--- config.mk ---
export PLATFORM = sky130hd
export DESIGN_NAME = spike_rate_decoder
export DESIGN_NICKNAME = d
export VERILOG_FILES = /design/src/rtl/spike_pkg.sv /design/src/rtl/spike_edge_detect.sv /design/src/rtl/spike_rate_decoder.sv
export SDC_FILE = /design/constraint.sdc
export NUM_CORES = 1
export LEC_CHECK = 0
export CAP_MARGIN = 5
export CORE_UTILIZATION = 45
export DETAILED_ROUTE_END_ITERATION = 8
export PLACE_DENSITY = 0.7
export SLEW_MARGIN = 20
export SYNTH_ARGS = -nofsm -noshare
export SYNTH_HDL_FRONTEND = slang
export SYNTH_SLANG_ARGS = --single-unit
--- constraint.sdc ---
create_clock -name clock -period 2.6 [get_ports clock]
set_clock_uncertainty 0.05 [all_clocks]
set_input_delay 0.52 -clock clock [delete_from_list [all_inputs] [get_ports clock]]
set_output_delay 0.52 -clock clock [all_outputs]
set_load 0.05 [all_outputs]
--- src/rtl/spike_pkg.sv ---
// spike_pkg: shared widths, FSM state encoding and the "no ISI" marker for
// the spike-train receive path.
package spike_pkg;

  localparam int WINDOW_W_DEF = 16;
  localparam int COUNT_W_DEF  = 9;
  localparam int ISI_W_DEF    = 16;

  // Reported on isi_out whenever no interval has been measured.
  localparam logic [ISI_W_DEF-1:0] ISI_NONE = '1;

  typedef enum logic {
    IDLE  = 1'b0,
    COUNT = 1'b1
  } spk_state_e;

endpackage

--- src/rtl/spike_edge_detect.sv ---
// spike_edge_detect: one-cycle pulse on each rising edge of a level spike.
// The previous-level register resets to 1, so a spike that is already high
// when reset is released does not produce a pulse.
module spike_edge_detect (
  input  logic clock,
  input  logic reset,
  input  logic i_spike,
  output logic o_edge
);

  logic r_spike_prev;

  // Track the previous spike level every cycle, regardless of decoder state.
  always_ff @(posedge clock) begin
    if (reset) r_spike_prev <= 1'b1;
    else       r_spike_prev <= i_spike;
  end

  assign o_edge = i_spike & ~r_spike_prev;

endmodule

--- src/rtl/spike_rate_decoder.sv ---
// spike_rate_decoder: counts spike rising edges over a programmable window,
// measures the latest in-window inter-spike interval, and hands each window's
// result out over a valid/ready handshake.
// Build option: SPIKE_DEC_ISI_EN builds the ISI measurement; without it
// isi_out is tied to all-ones.
module spike_rate_decoder
  import spike_pkg::*;
#(
  parameter int WINDOW_W = WINDOW_W_DEF,
  parameter int COUNT_W  = COUNT_W_DEF,
  parameter int ISI_W    = ISI_W_DEF
) (
  input  logic                clock,
  input  logic                reset,
  input  logic                enable,
  input  logic                spike_in,
  input  logic [WINDOW_W-1:0] window_len,
  output logic [COUNT_W-1:0]  rate_out,
  output logic [ISI_W-1:0]    isi_out,
  output logic                result_valid,
  input  logic                result_ready,
  output logic                overflow,
  output logic                busy
);

  spk_state_e          r_state, w_state_nxt;
  logic [WINDOW_W-1:0] r_win_len;
  logic [WINDOW_W-1:0] r_win_cnt;
  logic [COUNT_W-1:0]  r_edge_cnt;
  logic [COUNT_W-1:0]  w_edge_cnt_nxt;
  logic [COUNT_W-1:0]  r_rate_out;
  logic                r_result_valid;
  logic                r_overflow;
  logic                w_edge;
  logic                w_start;
  logic                w_last;
  logic                w_load;
  logic                w_publish;
  logic [ISI_W-1:0]    w_isi_result;

  spike_edge_detect u_edge (
    .clock   (clock),
    .reset   (reset),
    .i_spike (spike_in),
    .o_edge  (w_edge)
  );

  assign w_start = enable && (window_len != '0);
  assign w_last  = (r_state == COUNT) && (r_win_cnt == (r_win_len - WINDOW_W'(1)));

  // Edge count including an edge in the current cycle; saturates.
  assign w_edge_cnt_nxt = (w_edge && (r_edge_cnt != '1)) ? r_edge_cnt + COUNT_W'(1)
                                                          : r_edge_cnt;

  // State register.
  always_ff @(posedge clock) begin
    if (reset) r_state <= IDLE;
    else       r_state <= w_state_nxt;
  end

  // Next state, window (re)load and publish strobes. The last window cycle
  // always publishes; a new window follows back-to-back only if still enabled.
  always_comb begin
    w_state_nxt = r_state;
    w_load      = 1'b0;
    w_publish   = 1'b0;
    case (r_state)
      IDLE: begin
        if (w_start) begin
          w_state_nxt = COUNT;
          w_load      = 1'b1;
        end
      end
      COUNT: begin
        if (w_last) begin
          w_publish = 1'b1;
          if (w_start) begin
            w_state_nxt = COUNT;
            w_load      = 1'b1;
          end else begin
            w_state_nxt = IDLE;
          end
        end else if (!enable) begin
          w_state_nxt = IDLE;
        end
      end
      default: w_state_nxt = IDLE;
    endcase
  end

  // Window length latch, window cycle counter and edge counter.
  always_ff @(posedge clock) begin
    if (reset) begin
      r_win_len  <= '0;
      r_win_cnt  <= '0;
      r_edge_cnt <= '0;
    end else if (w_load) begin
      r_win_len  <= window_len;
      r_win_cnt  <= '0;
      r_edge_cnt <= '0;
    end else if (r_state == COUNT) begin
      r_win_cnt  <= r_win_cnt + WINDOW_W'(1);
      r_edge_cnt <= w_edge_cnt_nxt;
    end
  end

`ifdef SPIKE_DEC_ISI_EN
  logic [ISI_W-1:0] r_isi_cnt;
  logic [ISI_W-1:0] r_isi_q;
  logic             r_have_edge;
  logic [ISI_W-1:0] w_isi_inc;

  // Interval counter is one behind the edge cycle, so the interval is cnt+1.
  assign w_isi_inc    = (r_isi_cnt != '1) ? r_isi_cnt + ISI_W'(1) : r_isi_cnt;
  assign w_isi_result = (w_edge && r_have_edge) ? w_isi_inc : r_isi_q;

  // Interval measurement: restart on every edge, capture from the second on.
  always_ff @(posedge clock) begin
    if (reset) begin
      r_isi_cnt   <= '0;
      r_isi_q     <= '1;
      r_have_edge <= 1'b0;
    end else if (w_load) begin
      r_isi_cnt   <= '0;
      r_isi_q     <= '1;
      r_have_edge <= 1'b0;
    end else if (r_state == COUNT) begin
      r_isi_q     <= w_isi_result;
      r_isi_cnt   <= w_edge ? '0 : w_isi_inc;
      if (w_edge) r_have_edge <= 1'b1;
    end
  end
`else
  assign w_isi_result = '1;
`endif

  // Result registers and handshake; a publish into a held result is dropped.
  always_ff @(posedge clock) begin
    if (reset) begin
      r_rate_out     <= '0;
      r_result_valid <= 1'b0;
      r_overflow     <= 1'b0;
    end else if (w_publish) begin
      if (!r_result_valid || result_ready) begin
        r_rate_out     <= w_edge_cnt_nxt;
        r_result_valid <= 1'b1;
      end else begin
        r_overflow     <= 1'b1;
      end
    end else if (r_result_valid && result_ready) begin
      r_result_valid <= 1'b0;
    end
  end

`ifdef SPIKE_DEC_ISI_EN
  logic [ISI_W-1:0] r_isi_out;

  // ISI output follows the same load condition as rate_out.
  always_ff @(posedge clock) begin
    if (reset)
      r_isi_out <= '1;
    else if (w_publish && (!r_result_valid || result_ready))
      r_isi_out <= w_isi_result;
  end

  assign isi_out = r_isi_out;
`else
  assign isi_out = w_isi_result;
`endif

  assign rate_out     = r_rate_out;
  assign result_valid = r_result_valid;
  assign overflow     = r_overflow;
  assign busy         = (r_state == COUNT);

endmodule

# Word-level counts from Yosys, hierarchy flattened
# Index checks and enable logic that the tools add are counted.
totals:
  input_bits: 21
  register_bits: 54
  out_inout_bits: 28
  wordCells: 42
classes:
  add_sub_neg: 3
  bitwise_logic: 4
  mux: 12
  n_eq_ne: 3
  n_reduce_logical: 12
op_table:
  columns: ["op", "n"]
  rows:
  - ["$add 16x1->16 const B", 1]
  - ["$eq 16x16->1", 1]
  - ["$reduce_bool 16->1", 1]
  - ["$sub 16x1->16 const B", 1]
  - ["$add 9x1->9 const B", 1]
  - ["$mux 1", 9]
  - ["$mux 9", 1]
  - ["$ne 9x9->1 const B", 1]
  - ["$reduce_and 2->1", 3]
  - ["$logic_and 1x1->1", 4]
  - ["$pmux 1 s2", 2]
  - ["$not 1->1", 3]
  - ["$ne 2x1->1 const B", 1]
  - ["$reduce_bool 2->1", 1]
  - ["$reduce_or 2->1", 1]
  - ["$and 1x1->1", 1]
  - ["$logic_not 1->1", 1]
  - ["$logic_or 1x1->1", 1]

# Longest topological paths before layout
# Gate-level depths: netlist (run 1).
logic_depth:
  depth_word: 7
  ltp_mapped: 11
  depth_no_buf: 11

# Cells and area by module
# Synthesis (run 1) repeated with hierarchy kept, for this count alone.
hier_totals:
  hier_cells: 341
  hier_area_um2: 2965.3
by_module_without_submodules:
  columns: ["module", "seq_area_each_um2", "cells_each", "area_per_inst_um2", "n_inst"]
  rows:
  - ["spike_rate_decoder", 1061.0, 338, 2932.8, 1]
  - ["spike_edge_detect", 20.0, 3, 32.5, 1]

# Least setup slack after synthesis (run 1)
# Ideal clock, no wire load.
synth_path:
  path_type: "register to register"
  start: "register r_win_len[2]"
  end: "register r_edge_cnt[5]"
  path_stages_with_launch: 11
  arrival_ns: 2.634
  path_buffers: 3
  required_ns: 2.412
  setup_time_ns: 0.138
  period_less_slack_ns: 2.821
  setup_slack_ns: -0.221
  path_cell_list: "dfxtp_1 -> buf_2 -> or4_1 -> buf_2 -> a2111oi_2 -> o32ai_1 -> a22o_1 -> or4_4 -> o21ai_4 -> buf_4 -> a211oi_1"
synth_via:
  elab_chain_len: 6
synth_lines:
  columns: ["item", "line", "source"]
  rows:
  - ["start, declared", "spike_rate_decoder.sv:27", "logic [WINDOW_W-1:0] r_win_len;"]
  - ["start signal, assigned", "spike_rate_decoder.sv:98", "r_win_len <= window_len;"]
  - ["$sub 16x1->16", "spike_rate_decoder.sv:49", "assign w_last = (r_state == COUNT) && (r_win_cnt == (r_win_len - WINDOW_W'(1)));"]
  - ["$eq 16x16->1", "spike_rate_decoder.sv:49", null]
  - ["$logic_and 1x1->1", "spike_rate_decoder.sv:49", null]
  - ["$mux 1", "spike_rate_decoder.sv:75", "if (w_last) begin"]
  - ["$pmux 1 s2", "spike_rate_decoder.sv:67", "case (r_state)"]
  - ["$reduce_or 2->1 (no source line)", null, null]
  - ["end signal, assigned", "spike_rate_decoder.sv:103", "r_edge_cnt <= w_edge_cnt_nxt;"]
  - ["end, declared", "spike_rate_decoder.sv:29", "logic [COUNT_W-1:0] r_edge_cnt;"]
# No other way between the ends.
# A chain may end at the register's enable or synchronous reset.

# Worst setup path after layout (run 1)
layout_path:
  start: "register r_win_len[8]"
  end: "register r_edge_cnt[1]"
# Same word-level chain as after synthesis.

==> flow_metrics.tcl, run 1 <==
set metrics [dict create \
    muxShareOfSynthArea_pct 3.785 \
    rows 33 \
    routed_wl_um 10680 \
    clk_pin_slew_ns 0.10 \
    dpl.hpwl_um 7171 \
    p_leak_nw 1.826 \
    viasPerCell 6.078 \
    peakVddDrop_uv 232.2 \
    wl_per_cell_um 17.03 \
    cts_root_buf "clkbuf_8" \
    relSlewSlack_pct 63.64 \
    num_vias 3811 \
    post-route-period-util_pct 106.8 \
    r2r_slack_ns -0.18 \
    avgSynthCellArea_um2 8.412 \
    yosysTopAreaCell "dfxtp_1" \
    drv_cap 0 \
    drtIter0Drc 228 \
    synth-adder-area-share_pct 1.328 \
    setup_tns_ns -6.281 \
    required_ns 2.73 \
    synth-xor-area-share_pct 10.69 \
    crit_chain "or4_1 -> nor4_4 -> nand3_1 -> a22o_1 -> or4_4 -> o21ai_4 -> buf_12 -> a221oi_1" \
    ys_top_cells_by_count "nand2_1 (55), dfxtp_1 (54), clkbuf_1 (32), xor2_1 (29), a211oi_1 (24)" \
    synth_top_area_share_pct 28.69 \
    power_density_mw_per_mm2 399.5 \
    clockBufferDepth 2 \
    synth_area_leaders "dfxtp_1 (29%), xor2_1 (6.7%), nand2_1 (5.5%)" \
    ys_warn_count 0 \
    setup_ws_ns -0.1769 \
    synth_compound_area_share_pct 22.31 \
    fin_util_pct 60.44 \
    die_x_um 93.52 \
    h-tree-depth 2 \
    io_buffer_count 32 \
    ios 49 \
    post_synth_and_or_nand_nor_area_fraction_pct 24.67 \
    worstSetupStartpoint "r_win_len[8]$_SDFFE_PP0P_" \
    grt_pass1_wl_um 16660 \
    route.detailed.drc 0 \
    initial_core_util_pct 46.10 \
    synth.most_common_cell "nand2_1" \
    grt_pass1_vias 3330 \
    synth_cells 448 \
    numCtsBuffers 5 \
    area_growth_pct 31.11 \
    seq_area_frac_synth_pct 28.69 \
    violations "negative setup slack" \
    finalSetupViolCount 53 \
    cts_tree "yes" \
    fmax_mhz 360.1 \
    crit_fanout 26 \
    r2r_cells 8 \
    start_kind "flip-flop" \
    cts.sinks 54 \
    synth_top_family_by_area "simple AND/OR/NAND/NOR gates" \
    crit_cells 8 \
    gp_congestion 0.8852 \
    antenna_left 0 \
    synth_edf_count 0 \
    cp_top_family "simple AND/OR/NAND/NOR gates" \
    antenna_found_initial 0 \
    crit_type "reg -> reg" \
    endpoint "r_edge_cnt[1]$_SDFFE_PP0P_" \
    rr_endpoint "r_edge_cnt[1]$_SDFFE_PP0P_" \
    min_period_ns 2.777 \
    grt_max_degree 50 \
    p_total_mw 1.974 \
    tightest_slew_ns 0.5455 \
    rsz0062_at_grt "true" \
    end_kind "flip-flop" \
    die-area_mm2 0.008745 \
    worst_path_largest_cell_delay_ns 0.66 \
    path_buf_inv 1 \
    grt_overflow 0 \
    diodes 0 \
    synthArstFlopShare_pct 0 \
    r2r_start "r_win_len[8]$_SDFFE_PP0P_" \
    hp-class "reg -> reg" \
    finalHoldViolCount 0 \
    grt_usage_pct 24.24 \
    status "complete, but fails checks" \
    synth.distinct_cells 60 \
    synth_ff_type "dfxtp_1" \
    die_y_um 93.52 \
    placed_area_mm2 0.004566 \
    core_mm2 0.008175 \
    first_pass_iters 6 \
    final_cell_area_mm2 0.004941 \
    syn-cell-area_mm2 0.003769 \
    drv_slew 0 \
    slowest_stage "or4_1" \
    drive_gt1_share_pct 25.10 \
    insertion_delay_ns 0.32 \
    cp.arrival_ns 2.90 \
    ys_seq_elements 54 \
    fin_nets 547 \
]
placed cells by master (no fill, tap or decap), drive strengths merged, types with 14 or more instances in the layout:
| master | netlist | routed |
|---|---|---|
| a211o | 17 | 17 |
| a211oi | 24 | 24 |
| a31oi | 16 | 16 |
| buf | 25 | 76 |
| clkdlybuf4s50 | 0 | 30 |
| conb | 1 | 16 |
| dfxtp | 54 | 54 |
| nand2 | 56 | 57 |
| nand3 | 13 | 14 |
| nor2 | 18 | 18 |
| nor4b | 18 | 18 |
| o311ai | 16 | 16 |
| xnor2 | 17 | 17 |
| xor2 | 29 | 29 |
cell families after synthesis:
logic type / count (synthesis)
AOI/OAI and AO/OA: 102
xor gates and xnor gates: 46
adders and majority gates: 4
buffers and inverters: 63
DFF: 54
muxes: 13
other: 1
and+or+nand+nor: 165
worst min-delay path by stage:
stage               slack (ns)                          to                        from  cells past startpoint
floorplan                 0.42  r_edge_cnt[8]$_SDFFE_PP0P_  r_edge_cnt[8]$_SDFFE_PP0P_                      2
global placement          0.40       overflow$_SDFFE_PP0P_       overflow$_SDFFE_PP0P_                      1
detailed placement        0.41       overflow$_SDFFE_PP0P_       overflow$_SDFFE_PP0P_                      1
CTS                       0.43       overflow$_SDFFE_PP0P_       overflow$_SDFFE_PP0P_                      1
global route              0.46       overflow$_SDFFE_PP0P_       overflow$_SDFFE_PP0P_                      1
finish                    0.43       overflow$_SDFFE_PP0P_       overflow$_SDFFE_PP0P_                      1
final cells by class:
type / instances / area (um2)
timing repair buffer: 107 / 1017
tap: 105 / 131.4
multi-input combinational: 348 / 2601
sequential: 54 / 1085
fill: 726 / 3234
inverter: 6 / 22.52
clock buffer: 5 / 68.82
clock inverter: 2 / 15.01
metrics by stage:
| stage | instances | setup slack, ns | hold slack, ns |
|---|---|---|---|
| floorplan | 463 | -0.1625 | 0.4198 |
| global placement | 609 | -0.1329 | 0.3975 |
| detailed placement | 609 | -0.2291 | 0.4101 |
| CTS | 623 | -0.1711 | 0.4340 |
| global route | 627 | -0.2716 | 0.4619 |
| finish | 627 | -0.1769 | 0.4345 |
flip-flops by register name, indices dropped and copies added (netlist names):
register             count
busy                     1
overflow                 1
r_edge_cnt               9
r_win_cnt               16
r_win_len               16
rate_out                 9
result_valid             1
u_edge.r_spike_prev      1
timing repair:
action	in CTS	in global routing
hold buffers	0	0
setup endpoints to repair	53	53
cloned	3	1
pin swaps	16	3
setup buffers	5	4
gates resized for setup	25	11
per-layer routing:
| metal | up-vias | share of wire (%) | GRT usage [%] |
|---|---|---|---|
| met5 | - | 0 | 0 |
| li1 | 1775 | - | - |
| met1 | 1849 | 42 | 31.84 |
| met4 | 0 | 1.6 | 6.154 |
| met3 | 19 | 5.9 | 3.333 |
| met2 | 168 | 50 | 41.61 |
report_power, final:
group / internal [mW] / switching [mW] / leakage (nW)
combinational: 0.284 / 0.335 / 1.35
clock: 0.185 / 0.297 / 0.0362
sequential: 0.848 / 0.0248 / 0.439
total: 1.32 / 0.657 / 1.83
No activity file was read; power rests on OpenSTA's default activity.
==> run 2, diff against run 1 <==
--- a/config.mk
+++ b/config.mk
@@ -9,7 +9,6 @@
 export CORE_UTILIZATION = 45
 export DETAILED_ROUTE_END_ITERATION = 8
 export PLACE_DENSITY = 0.7
-export SLEW_MARGIN = 20
 export SYNTH_ARGS = -nofsm -noshare
 export SYNTH_HDL_FRONTEND = slang
 export SYNTH_SLANG_ARGS = --single-unit
==> results of run 2 <==
Same layout as run 1: the final DEF is identical, and so are final timing and power.
==> run 3, diff against run 2 <==
--- a/config.mk
+++ b/config.mk
@@ -9,6 +9,7 @@
 export CORE_UTILIZATION = 45
 export DETAILED_ROUTE_END_ITERATION = 8
 export PLACE_DENSITY = 0.7
+export SETUP_SLACK_MARGIN = 0.02
 export SYNTH_ARGS = -nofsm -noshare
 export SYNTH_HDL_FRONTEND = slang
 export SYNTH_SLANG_ARGS = --single-unit
==> run 3 against run 2 <==
  * Sequential power hardly changed
  * Die area stayed put
  * Routed wire length is 0.38% lower
  * First-iteration DRC count is 1.3% lower
  * Critical path depth is 1 higher
  * Utilization is 0.60 points lower
  * The run still ends with negative setup slack left
  * Highest routed layer unchanged
  * Sequential share of layout area is 0.19 points higher
  * Clock power is 0.8% higher
  * Setup slack worse by 0.030 ns
==> flow_metrics.tcl, run 3 (same netlist as run 1, synthesis figures left out) <==
set metrics [dict create \
    num_vias 3667 \
    numCtsBuffers 5 \
    wl_per_cell_um 17.07 \
    grt_overflow 0 \
    r2r_cells 9 \
    area_growth_pct 29.81 \
    status "complete, but fails checks" \
    power_density_mw_per_mm2 398.3 \
    relSlewSlack_pct 64.65 \
    reg_top3 "r_win_cnt: 16 flops, r_win_len: 16 flops" \
    cts_root_buf "clkbuf_8" \
    first_pass_iters 4 \
    insertion_delay_ns 0.31 \
    required_ns 2.73 \
    nFillCells 727 \
    final_common_cell "buf_4" \
    crit_fanout 7 \
    gp_congestion 0.8943 \
    die_y_um 93.52 \
    grt_usage_pct 25.07 \
    grt_max_degree 49 \
    h-tree-depth 2 \
    rows 33 \
    ios 49 \
    cp.arrival_ns 2.94 \
    start_kind "flip-flop" \
    finalHoldViolCount 0 \
    peakVddDrop_uv 244.6 \
    layout_common_cells "buf_4 (56), nand2_1 (55), dfxtp_1 (52), clkdlybuf4s50_1 (30), xor2_1 (29)" \
    diodes 0 \
    finalSetupViolCount 49 \
    core_mm2 0.008175 \
    io_buffer_count 32 \
    cts.sinks 54 \
    final_cell_area_mm2 0.004892 \
    fin_nets 542 \
    die_x_um 93.52 \
    min_from "overflow$_SDFFE_PP0P_" \
    drive_gt1_share_pct 24.52 \
    violations "negative setup slack" \
    die-area_mm2 0.008745 \
    post-route-period-util_pct 108.0 \
    viasPerCell 5.886 \
    r2r_start "r_win_len[1]$_SDFFE_PP0P_" \
    initial_core_util_pct 46.10 \
    route.detailed.drc 0 \
    grt_pass1_vias 3548 \
    tightest_slew_ns 0.5302 \
    clockBufferDepth 2 \
    clk_pin_slew_ns 0.10 \
    end_kind "flip-flop" \
    p_leak_nw 1.784 \
    grt_pass1_wl_um 17220 \
    setup_ws_ns -0.2072 \
    fmax_mhz 356.2 \
    r2r_slack_ns -0.21 \
    cts_tree "yes" \
    min_path_cells 1 \
    routed_wl_um 10640 \
    drtIter0Drc 225 \
    whs_ns 0.4117 \
    drv_cap 0 \
    crit_type "reg -> reg" \
    rsz0062_at_grt "true" \
    hp-class "reg -> reg" \
    rr_endpoint "r_win_cnt[8]$_SDFFE_PP0P_" \
    antenna_found_initial 0 \
    fin_util_pct 59.84 \
    antenna_left 0 \
    placed_area_mm2 0.004547 \
    min_period_ns 2.807 \
    cts_hold_buf 0 \
    drv_slew 0 \
    dpl.hpwl_um 7047 \
    min_to "overflow$_SDFFE_PP0P_" \
]
==> run 3: changes by cell type in the layout (fill, tap and decap cells not counted), sizes merged <==
| cell | before | now |
|---|---|---|
| clkinv | 1 | 3 |
| clkinvlp | 2 | 0 |
| bufbuf | 0 | 1 |
| buf | 76 | 71 |
==> run 3: worst max-delay path, stage by stage, from the launching register on <==
cell and delay (ns):
dfxtp_2 0.35, or4_4 0.62, a311o_1 0.31, o211ai_2 0.16, o21ai_2 0.11, or4_4 0.52
o21ai_4 0.19, buf_6 0.15, buf_12 0.13, a211oi_1 0.07
==> run 3: how the worst max path moves through the flow <==
| stage | cells after the start | slack [ns] | startpoint | endpoint |
|---|---|---|---|---|
| final | 9 | -0.21 | r_win_len[1]$_SDFFE_PP0P_ | r_win_cnt[8]$_SDFFE_PP0P_ |
| after global routing | 9 | -0.30 | r_win_len[1]$_SDFFE_PP0P_ | r_edge_cnt[6]$_SDFFE_PP0P_ |
| after CTS | 9 | -0.17 | r_win_len[0]$_SDFFE_PP0P_ | r_edge_cnt[8]$_SDFFE_PP0P_ |
| after detailed placement | 11 | -0.23 | r_win_len[0]$_SDFFE_PP0P_ | overflow$_SDFFE_PP0P_ |
| after global placement | 11 | -0.19 | r_win_len[0]$_SDFFE_PP0P_ | overflow$_SDFFE_PP0P_ |
| after floorplan | 9 | -0.16 | r_win_len[5]$_SDFFE_PP0P_ | r_edge_cnt[5]$_SDFFE_PP0P_ |
==> run 3: layout make-up <==
class / count / area, um2 / share of cell area, %
Sequential cell: 54 / 1084 / 22.15
Clock buffer: 6 / 72.57 / 1.483
Timing Repair Buffer: 102 / 970.9 / 19.85
Tap cell: 105 / 131.4 / 2.685
Clock inverter: 2 / 13.76 / 0.2813
Inverter: 6 / 22.52 / 0.4604
Multi-Input combinational cell: 348 / 2597 / 53.09
==> run 3: routing by layer <==
layer	track usage (%)	wire [um]
met3	3.902	426
met5	0	0
met2	41.97	5219
met4	10.77	312
met1	31.80	4678
==> run 3: stage by stage <==
stage | setup slack [ns] | power, mW | instances | setup TNS, ns
finish | -0.2072 | 1.948 | 623 | -5.816
global route | -0.3048 | 2.033 | 623 | -11.76
CTS | -0.1685 | 1.949 | 624 | -5.835
detailed placement | -0.2301 | 1.423 | 606 | -9.840
global placement | -0.1922 | 1.414 | 606 | -4.700
floorplan | -0.1625 | 1.254 | 463 | -6.130
==> run 3: where the power goes <==
group	internal [mW]	leakage [nW]	switching [mW]	total, mW
clock	0.191	0.0452	0.294	0.485
combinational	0.265	1.30	0.328	0.593
sequential	0.848	0.439	0.0229	0.871
total	1.30	1.78	0.644	1.95
==> run 3: repair_timing <==
item	4_1_cts	5_1_grt
pin swaps	16	4
cloned	5	0
setup buffers	5	1
endpoints found under the setup margin	53	53
endpoints found under the hold margin	0	0
resized for setup	25	7
